===== src/rtl/kar_ctrl_pkg.sv =====
// Shared control definitions for the time-shared Karatsuba multiplier arbiter:
// FSM encoding, id-width helper and default parameter values.
package kar_ctrl_pkg;

  typedef enum logic [1:0] {
    IDLE = 2'd0,
    CALC = 2'd1,
    RESP = 2'd2
  } kar_state_e;

  localparam int KAR_DEF_N           = 10;
  localparam int KAR_DEF_REQS        = 4;
  localparam int KAR_DEF_CALC_CYCLES = 2;

  // Index width for n items, never narrower than one bit.
  function automatic int kar_idw(input int n);
    return (n <= 2) ? 1 : $clog2(n);
  endfunction

endpackage


===== src/rtl/Karatsuba_0.sv =====
// Generated single-level Karatsuba multiplier: full 2W-bit unsigned product.
// All arithmetic is carried modulo 2^(2W); the exact product always fits.
module Karatsuba_0 #(
  parameter int W = 10
) (
  input  logic [W-1:0]   input_0,
  input  logic [W-1:0]   input_1,
  output logic [2*W-1:0] output_2
);

  localparam int L  = (W + 1) / 2;
  localparam int H  = W - L;
  localparam int PW = 2 * W;

  logic [L-1:0]  a0, b0;
  logic [H-1:0]  a1, b1;
  logic [L:0]    sa, sb;
  logic [PW-1:0] z0, z1, z2, zm;

  assign a0 = input_0[L-1:0];
  assign a1 = input_0[W-1:L];
  assign b0 = input_1[L-1:0];
  assign b1 = input_1[W-1:L];

  assign sa = (L+1)'(a0) + (L+1)'(a1);
  assign sb = (L+1)'(b0) + (L+1)'(b1);

  assign z0 = PW'(a0) * PW'(b0);
  assign z2 = PW'(a1) * PW'(b1);
  assign zm = PW'(sa) * PW'(sb);
  assign z1 = zm - z0 - z2;

  assign output_2 = (z2 << (2 * L)) + (z1 << L) + z0;

endmodule


===== src/rtl/kar_rr_arb.sv =====
// Round-robin one-hot grant: the first asserted request at or after ptr wins,
// wrapping modulo REQS.
module kar_rr_arb #(
  parameter int REQS = 4,
  parameter int PW   = 2
) (
  input  logic [REQS-1:0] req,
  input  logic [PW-1:0]   ptr,
  output logic [REQS-1:0] grant
);

  logic found;

  always_comb begin
    grant = '0;
    found = 1'b0;
    for (int k = 0; k < REQS; k++) begin
      int idx;
      idx = int'(ptr) + k;
      if (idx >= REQS) idx = idx - REQS;
      if (!found && req[idx]) begin
        grant[idx] = 1'b1;
        found      = 1'b1;
      end
    end
  end

endmodule


===== src/rtl/karatsuba_arbiter.sv =====
// Shares one combinational Karatsuba multiplier between REQS requesters:
// round-robin grant in IDLE, CALC_CYCLES of settle time, then a held response.
module karatsuba_arbiter
  import kar_ctrl_pkg::*;
#(
  parameter int N           = KAR_DEF_N,
  parameter int REQS        = KAR_DEF_REQS,
  parameter int CALC_CYCLES = KAR_DEF_CALC_CYCLES,
  localparam int IDW        = kar_idw(REQS)
) (
  input  logic              clk,
  input  logic              rst_n,
  input  logic [REQS-1:0]   req_valid,
  output logic [REQS-1:0]   req_ready,
  input  logic [REQS*N-1:0] req_a,
  input  logic [REQS*N-1:0] req_b,
  output logic              resp_valid,
  input  logic              resp_ready,
  output logic [IDW-1:0]    resp_id,
  output logic [2*N-1:0]    resp_data,
  output logic              busy
);

  localparam int CW = kar_idw(CALC_CYCLES);
  localparam logic [CW-1:0]  CNT_LAST = CW'(CALC_CYCLES - 1);
  localparam logic [IDW-1:0] ID_LAST  = IDW'(REQS - 1);

  kar_state_e     state, state_nxt;
  logic [IDW-1:0] ptr, gidx, id_q;
  logic [REQS-1:0] grant;
  logic [CW-1:0]  cnt;
  logic [N-1:0]   a_q, b_q;
  logic [2*N-1:0] prod;
  logic           hs, calc_done;

  kar_rr_arb #(
    .REQS (REQS),
    .PW   (IDW)
  ) u_arb (
    .req   (req_valid),
    .ptr   (ptr),
    .grant (grant)
  );

  // Fed only from the latched operands so the product is stable through CALC.
  Karatsuba_0 #(
    .W (N)
  ) u_mul (
    .input_0  (a_q),
    .input_1  (b_q),
    .output_2 (prod)
  );

  always_comb begin
    gidx = '0;
    for (int i = 0; i < REQS; i++)
      if (grant[i]) gidx = IDW'(i);
  end

  assign req_ready = (rst_n && state == IDLE) ? grant : '0;
  assign hs        = |(req_valid & req_ready);
  assign calc_done = (state == CALC) && (cnt == CNT_LAST);
  assign busy      = rst_n && (state != IDLE);

  always_comb begin
    state_nxt = state;
    case (state)
      IDLE:    if (hs) state_nxt = CALC;
      CALC:    if (calc_done) state_nxt = RESP;
      RESP:    if (resp_ready) state_nxt = IDLE;
      default: state_nxt = IDLE;
    endcase
  end

  always_ff @(posedge clk) begin
    if (!rst_n) state <= IDLE;
    else        state <= state_nxt;
  end

  always_ff @(posedge clk) begin
    if (!rst_n) begin
      ptr        <= '0;
      cnt        <= '0;
      a_q        <= '0;
      b_q        <= '0;
      id_q       <= '0;
      resp_valid <= 1'b0;
      resp_data  <= '0;
      resp_id    <= '0;
    end else begin
      if (hs) begin
        a_q  <= req_a[int'(gidx)*N +: N];
        b_q  <= req_b[int'(gidx)*N +: N];
        id_q <= gidx;
        ptr  <= (gidx == ID_LAST) ? '0 : gidx + 1'b1;
        cnt  <= '0;
      end
      if (state == CALC) cnt <= calc_done ? '0 : cnt + 1'b1;
      if (calc_done) begin
        resp_data  <= prod;
        resp_id    <= id_q;
        resp_valid <= 1'b1;
      end else if (resp_valid && resp_ready) begin
        resp_valid <= 1'b0;
      end
    end
  end

endmodule


===== config.mk =====
export PLATFORM = sky130hd
export DESIGN_NAME = karatsuba_arbiter
export DESIGN_NICKNAME = d
export VERILOG_FILES = /design/src/rtl/kar_ctrl_pkg.sv /design/src/rtl/Karatsuba_0.sv /design/src/rtl/kar_rr_arb.sv /design/src/rtl/karatsuba_arbiter.sv
export SDC_FILE = /design/constraint.sdc
export NUM_CORES = 1
export LEC_CHECK = 0
export BUFFER_PORTS_ARGS = -buffer_cell sky130_fd_sc_hd__buf_2
export CAP_MARGIN = 10
export CORE_UTILIZATION = 55
export DETAILED_ROUTE_END_ITERATION = 12
export PLACE_DENSITY = 0.84
export SYNTH_ARGS = -nofsm -noshare
export SYNTH_HDL_FRONTEND = slang
export SYNTH_SLANG_ARGS = --single-unit

===== constraint.sdc =====
create_clock -name clk -period 12.2 [get_ports clk]
set_input_delay 1.22 -clock clk [delete_from_list [all_inputs] [get_ports clk]]
set_output_delay 1.22 -clock clk [all_outputs]
set_load 0.02 [all_outputs]

=== Word level (Yosys, flattened, before mapping) ===
Cells that the tools add are included.

* Bits in registers: 50
* Output and inout bits: 28

* $lt $le $gt $ge: 12
* $mul: 4
* Add/subtract/negate cells: 15
* Bitwise logic cells: 4
* Multiplexer cells: 45
* Reduce and logical (&&, ||, !) cells: 20
* Equality and inequality tests: 6
* Shifts and indexed selects: 2

{| class="wikitable"
|+ Operators by type and width
! operator !! count
|-
| $ge 32x1->1 const B || 4
|-
| $lt 32x4->1 const B || 4
|-
| $mux 32 || 4
|-
| $ge 32x4->1 const B || 3
|-
| $sub 32x4->32 const B || 3
|-
| $shiftx 40x32->10 || 1
|-
| $shiftx 40x7->10 || 1
|-
| $mux 1 || 21
|-
| $add 20x10->20 || 1
|-
| $add 20x20->20 || 1
|-
| $mul 5x5->10 || 2
|-
| $mux 4 || 5
|-
| $sub 15x10->15 || 1
|-
| $sub 12x10->13 || 1
|-
| $add 5x5->6 || 2
|-
| $mul 6x6->12 || 1
|-
| $mux 2 || 6
|-
| $or 4x4->4 || 3
|-
| $logic_and 1x1->1 || 11
|-
| $bmux 1 s2 || 4
|-
| $demux 1 s2 || 4
|-
| $add 2x2->3 const B || 2
|-
| $ne 2x2->1 const B || 3
|-
| $pmux 2 s3 || 1
|-
| other kinds (14) || 19
|}

=== Longest topological paths before layout ===
Gate-level depths: netlist of the first run.

* Depth after elaboration: 20
* Mapped depth: 36

=== By module ===
A second synthesis of the first run with hierarchy kept.

* Cell total of the unflattened synthesis: 902
* Area, all modules: 7526.0 µm²

{| class="wikitable"
|+ Modules (own cells, without submodules)
! module !! sequential area each (µm²) !! cells each !! area an instance (µm²) !! instances
|-
| Karatsuba_0 || 0.0 || 536 || 4372.9 || 1
|-
| karatsuba_arbiter || 1001.0 || 328 || 2795.2 || 1
|-
| kar_rr_arb || 0.0 || 38 || 357.8 || 1
|}

=== Worst setup path before layout of the first run ===
OpenSTA, ideal clock, no wires.

* Path type: register -> register
* Start: register a_q[1]
* End: register resp_data[19]
* Path slack: 3.687 ns
* Data arrival time: 8.381 ns
* Setup time: 0.132 ns
* Clock period less this slack: 8.513 ns
* Stages on the path, launching flop included: 35
* Required time: 12.068 ns
* Buffers on the path: 0
* Cell sequence: dfxtp_1 nand2_1 fa_1 fa_1 fa_1 inv_1 ha_1 a21oi_1 xnor2_1 fa_1 fa_1 inv_1 fa_1 inv_1 fa_1 inv_1 ha_1 nand3_1 o211ai_1 nor2_1 xnor2_1 ha_1 nand2_1 a21o_1 a21boi_0 nor2_1 ha_1 a2111oi_0 o21ai_0 a311oi_1 o21bai_1 a211oi_1 xnor2_1 xor2_1 a21oi_1

* Longest elaborated chain between the ends: 6
* Elaborated cells between the ends (all ways): 7

{| class="wikitable"
|+ RTL lines
! what !! line !! source
|-
| start, declared || karatsuba_arbiter.sv:32 || <nowiki>logic [N-1:0] a_q, b_q;</nowiki>
|-
| start signal, assigned || karatsuba_arbiter.sv:92 || <nowiki>a_q <= req_a[int'(gidx)*N +: N];</nowiki>
|-
| $add 5x5->6 || Karatsuba_0.sv:25 || <nowiki>assign sa = (L+1)'(a0) + (L+1)'(a1);</nowiki>
|-
| $mul 6x6->12 || Karatsuba_0.sv:30 || <nowiki>assign zm = PW'(sa) * PW'(sb);</nowiki>
|-
| $sub 12x10->13 || Karatsuba_0.sv:31 || <nowiki>assign z1 = zm - z0 - z2;</nowiki>
|-
| $sub 15x10->15 || Karatsuba_0.sv:31 ||
|-
| $add 20x20->20 || Karatsuba_0.sv:33 || <nowiki>assign output_2 = (z2 << (2 * L)) + (z1 << L) + z0;</nowiki>
|-
| $add 20x10->20 (*) || Karatsuba_0.sv:33 ||
|-
| end signal, assigned || karatsuba_arbiter.sv:100 || <nowiki>resp_data <= prod;</nowiki>
|-
| end, declared || karatsuba_arbiter.sv:20 || <nowiki>output logic [2*N-1:0] resp_data,</nowiki>
|}

Every way passes the cells marked *; elsewhere a longest branch is shown, timed or not.
A chain may end at the register's enable or synchronous reset.

=== Final worst setup path of the first run ===
Ends and elaborated chain as after synthesis.

==> impl_metrics.ini, run 1 <==
[setup_path]
cpMostUsedCell = fa_1
critical_path_class = register to register
crit_arrival_ns = 9.29
r2r_start = a_q[1]
rrSetupSlack_ns = 3.11
critical-path-top-delay-family = adder cells
rr_endpoint = resp_data[19]
worstPathRequired_ns = 12.39
end_kind = register
critical-path-slowest-cell = fa_1
reg2regPathDepth = 34
crit_fanout = 8
critPathLaunchType = register
critPathBufInv = 4
slowest_delay_ns = 0.55

[die]
die_area_um2 = 13300
fp.coreArea_um2 = 12600
core.rowCount = 41
die_w_um = 115
fp.dieH_um = 115
ios = 115
start_util_pct = 56.4

[synthesis]
synth_seq_cells = 50
yosysTopAreaCell = ha_1
async_reset_ff_share_pct = 0
synthFlopType = dfxtp_1
synth_cell_types = 58
syn_nets = 1103
syn_area_um2 = 7080
yosys_warnings = 0
synth_top_area_share_pct = 18.9
synthTopCellsByArea = ha_1, dfxtp_1, fa_1, inv_1, a21oi_1
ys_seq_area_share_pct = 14.1
synthCells = 863
post-synth-top-count-cell = ha_1
syn_avg_cell_area_um2 = 8.21
synth_commonest_cells = ha_1, inv_1, nand2_1, a21oi_1, nor2_1
synth_edf_count = 0

[timing]
setup_viol = 0
hold_ws_ns = 0.471
finalCriticalPeriod_ns = 9.09
rsz0062_at_grt = no
hold_viol = 0
slew_violations = 0
finalSetupTns_ns = 0
skew_ns = 0.00836
relSlewSlack_pct = 43.7
fin_crit_sh_pct = 74.5
worstMarginPinSlew_ns = 0.845
fmax_ghz = 0.110

[final_layout]
multi_input_area_um2 = 5570
fill_cells = 1060
syn2layout_area_growth_pct = 12.1
regArea_um2 = 1000
finalNetCount = 1201
diodes = 0
layout-drive-gt1-share_pct = 14.6

[place]
dpl.hpwl_um = 14000
port_buffers = 114
place_congestion = 0.887

[cts]
clockBufferDepth = 2
cts_tree = built
clk_latency_ns = 0.30
post_cts_buffers = 0
cts_resized = 0
ctsHoldBuffers = 0
cts_buffers = 5
htreeDepth = 2
cts-root-buf = clkbuf_16
cts_sinks = 50
clkTransAtPathRegs_ns = 0.07

[min_path]
min_from = resp_data[0]
worstHoldPathType = register to register
hold_path_end = resp_data[0]
hold_depth = 2

[routing]
vias = 6445
wl_um = 17300
avgViaCountPerCell = 5.68
drt.antenna.violating_nets = 0
drc_errors = 0
dr.first_iter.drc_count = 328
avgRoutedWirePerCell_um = 15.3
first_pass_iters = 5

[outcome]
outcome = complete, no violations

[global_route]
grt_use_total_pct = 27.3
grt_pass1_vias = 6330
grt_antenna_before_repair = 0
grt_start_max_net_pins = 59
grt_overflow_total = 0
grt_first_pass_wirelength_um = 29000

[job]
cap_viol_max_count = 0
[metrics by stage]
step	worst slack, ns	util [%]	cell area (um^2)	instances
6_report	3.11	63.2	7940	1134
5_1_grt	2.38	63.2	7940	1134
4_1_cts	3.07	63.1	7930	1133
3_5_place_dp	3.12	61.7	7750	1125
3_3_place_gp	3.34	61.7	7750	1125
2_1_floorplan	3.69	-	7080	863
[cell type report]
type                            instances  area share, %
Timing Repair Buffer                  119           7.71
Tap cell                              172           2.71
Clock buffer                            5           1.58
Clock inverter                          3          0.615
Multi-Input combinational cell        686           70.1
Inverter                               99           4.68
Sequential cell                        50           12.6
[state kept, by name, indices dropped and copies added, names as in the netlist]
register	flops
resp_valid	1
a_q	10
id_q	2
resp_data	20
cnt	1
state	2
resp_id	2
ptr	2
b_q	10
[cell usage in the layout (no fill, tap or decap), types with 9 or more instances in the layout]
cell      Yosys  final
a211oi_1     14     14
a21boi_0     13     13
a21o_1        9      9
a21oi_1      74     74
a221oi_1      9      9
and2_1       52     52
buf_2         5    114
dfxtp_1      50     50
fa_1         46     46
ha_1        107    107
inv_1        99     99
mux2i_1      14     14
nand2_1      78     78
nand2b_1     15     15
nand3_1      19     19
nor2_1       53     53
nor2b_1       9      9
o21ai_0      20     20
o21ai_1      22     22
o21bai_1     14     14
xnor2_1      35     35
xor2_1       18     18
[kinds of logic after synthesis]
kind of cell | count (synthesis) | synth area share [%]
compound gates | 208 | 19.0
buf+inv | 127 | 7.31
flops | 50 | 14.1
simple gates | 254 | 17.8
xor+xnor | 53 | 6.55
mux | 18 | 3.25
fa+ha+maj | 153 | 31.9
[routing by layer]
layer  up-vias  track usage (%)  share of wire, %
li1       3147                -                 -
met3        54             3.03               4.8
met5         -                0                 0
met1      3032             32.4                42
met2       212             49.1                49
met4         0             13.2               4.6
[worst max-delay path by stage]
stage | from | end | slack, ns | cells past startpoint
finish | a_q[1] | resp_data[19] | 3.11 | 34
global route | a_q[1] | resp_data[19] | 2.38 | 34
CTS | a_q[1] | resp_data[19] | 3.07 | 34
detailed placement | a_q[1] | resp_data[19] | 3.12 | 34
global placement | a_q[1] | resp_data[19] | 3.34 | 34
floorplan | a_q[1] | resp_data[19] | 3.69 | 34
[tightest hold or removal path, stage by stage, from the launching register on]
cell and delay [ns]:
dfxtp_1 0.31, nand2_1 0.05, a21boi_0 0.07
Power of run 1 is left out: the tool's default activity adds up to more than one toggle a clock period on the data nets, which glitch-free logic cannot reach.
==> run 2, diff against run 1 <==
Settings changed: CORE_UTILIZATION 55 to 53, PLACE_DENSITY 0.84 to 0.85.
Clock period 12.2 ns to 7.5 ns, I/O delays scaled along.
==> run 2 against run 1 <==
The run now ends with negative setup slack left; non-clock buffer count is 101 higher; fmax is 9.7% higher; design area is 17% higher; worst setup slack worse by 3.9 ns; via count is 16% higher; critical path depth is 1 higher; critical endpoint is now resp_data[18].
==> impl_metrics.ini, run 2 (synthesis results as in run 1) <==
[outcome]
outcome = finished, violations left
violations = negative setup slack

[timing]
rsz0062_at_grt = yes
setup_slack_ns = -0.788
hold_viol = 0
worstMarginPinSlew_ns = 0.887
fmax_ghz = 0.121
slew_violations = 0
relSlewSlack_pct = 40.9
finalCriticalPeriod_ns = 8.29
skew_ns = 0.00834
setup_viol = 7
fin_crit_sh_pct = 111

[setup_path]
critPathLaunchType = register
critical_path_class = register to register
slowest_delay_ns = 0.63
worstPathRequired_ns = 7.74
critical-path-slowest-cell = or4b_2
crit_fanout = 6
end_kind = register
cpMostUsedCell = fa_1
critical-path-top-delay-family = adder cells
crit_arrival_ns = 8.53
critPathBufInv = 7

[routing]
wl_um = 23100
drc_errors = 0
avgViaCountPerCell = 6.03
first_pass_iters = 5
drt.antenna.violating_nets = 0
avgRoutedWirePerCell_um = 18.7
vias = 7446
dr.first_iter.drc_count = 520

[final_layout]
syn2layout_area_growth_pct = 30.7
diodes = 0
largestRegisters = resp_data: 20 flops, a_q: 10 flops, b_q: 10 flops
fin_cells = 1235
final_core_util_pct = 72.2
final_common_cell = buf_2
largest_reg_flops = 20
layout_common_cells = buf_2, buf_4, inv_1, ha_1, nand2_1
fill_cells = 871
regMostFlops = resp_data
finalNetCount = 1302
layout-drive-gt1-share_pct = 30.1

[cts]
cts-root-buf = clkbuf_16
clockBufferDepth = 2
clk_latency_ns = 0.30
clkTransAtPathRegs_ns = 0.07
cts_buffers = 5
cts_sinks = 50
ctsHoldBuffers = 0
htreeDepth = 2
cts_tree = built

[job]
cap_viol_max_count = 0

[place]
port_buffers = 114
dp.cells = 1213
place_congestion = 0.889
dpl.hpwl_um = 15200

[global_route]
grt_antenna_before_repair = 0
grt_start_max_net_pins = 59
grt_first_pass_wirelength_um = 35300
grt_overflow_total = 0
grt_pass1_vias = 7527
grt_use_total_pct = 31.8

[die]
fp.coreArea_um2 = 12800
die_w_um = 118
start_util_pct = 55.2
core.rowCount = 41
die_area_um2 = 13800
fp.dieH_um = 118
ios = 115

[min_path]
worstHoldPathType = register to register
run 2: changes by cell type in the layout (fill, tap and decap cells not counted), sizes merged:
cell / delta
buf: +101
clkbuf: +1
inv: -1
run 2: final cells by class:
class	instances	area [um^2]	area share [%]
clock inverters	2	37.5	0.405
multi-input cells	686	6110	66.0
clock buffers	6	129	1.39
repair buffers	220	1380	14.9
inverters	99	372	4.01
flip-flops and latches	50	1010	10.9
well taps	172	215	2.32
run 2: metrics by stage:
stage | worst slack [ns] | instance area, um^2 | hold slack, ns | TNS [ns]
final | -0.788 | 9260 | 0.465 | -3.52
after global routing | -1.07 | 9260 | 0.494 | -5.66
after CTS | -0.550 | 9060 | 0.470 | -2.06
after detailed placement | -0.769 | 8580 | 0.461 | -3.49
after global placement | -0.586 | 8580 | 0.453 | -2.19
after floorplan | -0.303 | 7250 | 0.441 | -0.757
run 2: worst register-to-register path: cells and delay by family (launching register included):
family	cells	cell delay, ns
adder cells (fa/ha/maj)	11	4.54
AND/OR/NAND/NOR	9	1.41
AO/OA/AOI/OAI	6	0.98
buffers and inverters	7	0.48
XOR/XNOR	2	0.45
flip-flops	1	0.36
run 2: routing by layer:
| metal | GRT usage (%) | share of wire, % | up-vias | wire [um] |
|---|---|---|---|---|
| li1 | - | - | 3350 | - |
| met1 | 33.3 | 35 | 3473 | 8100 |
| met2 | 56.6 | 50 | 464 | 11500 |
| met3 | 5.77 | 6.9 | 159 | 1590 |
| met4 | 23.3 | 8.0 | 0 | 1860 |
| met5 | 0 | 0 | - | 0 |
run 2: what timing repair did:
| action | in CTS | in global routing |
|---|---|---|
| pin swaps | 37 | 14 |
| gates resized for setup | 42 | 37 |
| setup buffers | 11 | 5 |
| endpoints found under the setup margin | 8 | 8 |
run 2: path summary, 6_finish.rpt:
check | endpoint | cells after the start | slack (ns) | start
max | resp_data[18] | 35 | -0.79 | b_q[4]
min | resp_data[0] | 2 | 0.47 | resp_data[0]
max reg2reg | resp_data[18] | 35 | -0.79 | b_q[4]
min reg2reg | resp_data[0] | 2 | 0.47 | resp_data[0]
Power of run 2 is left out for the same reason.
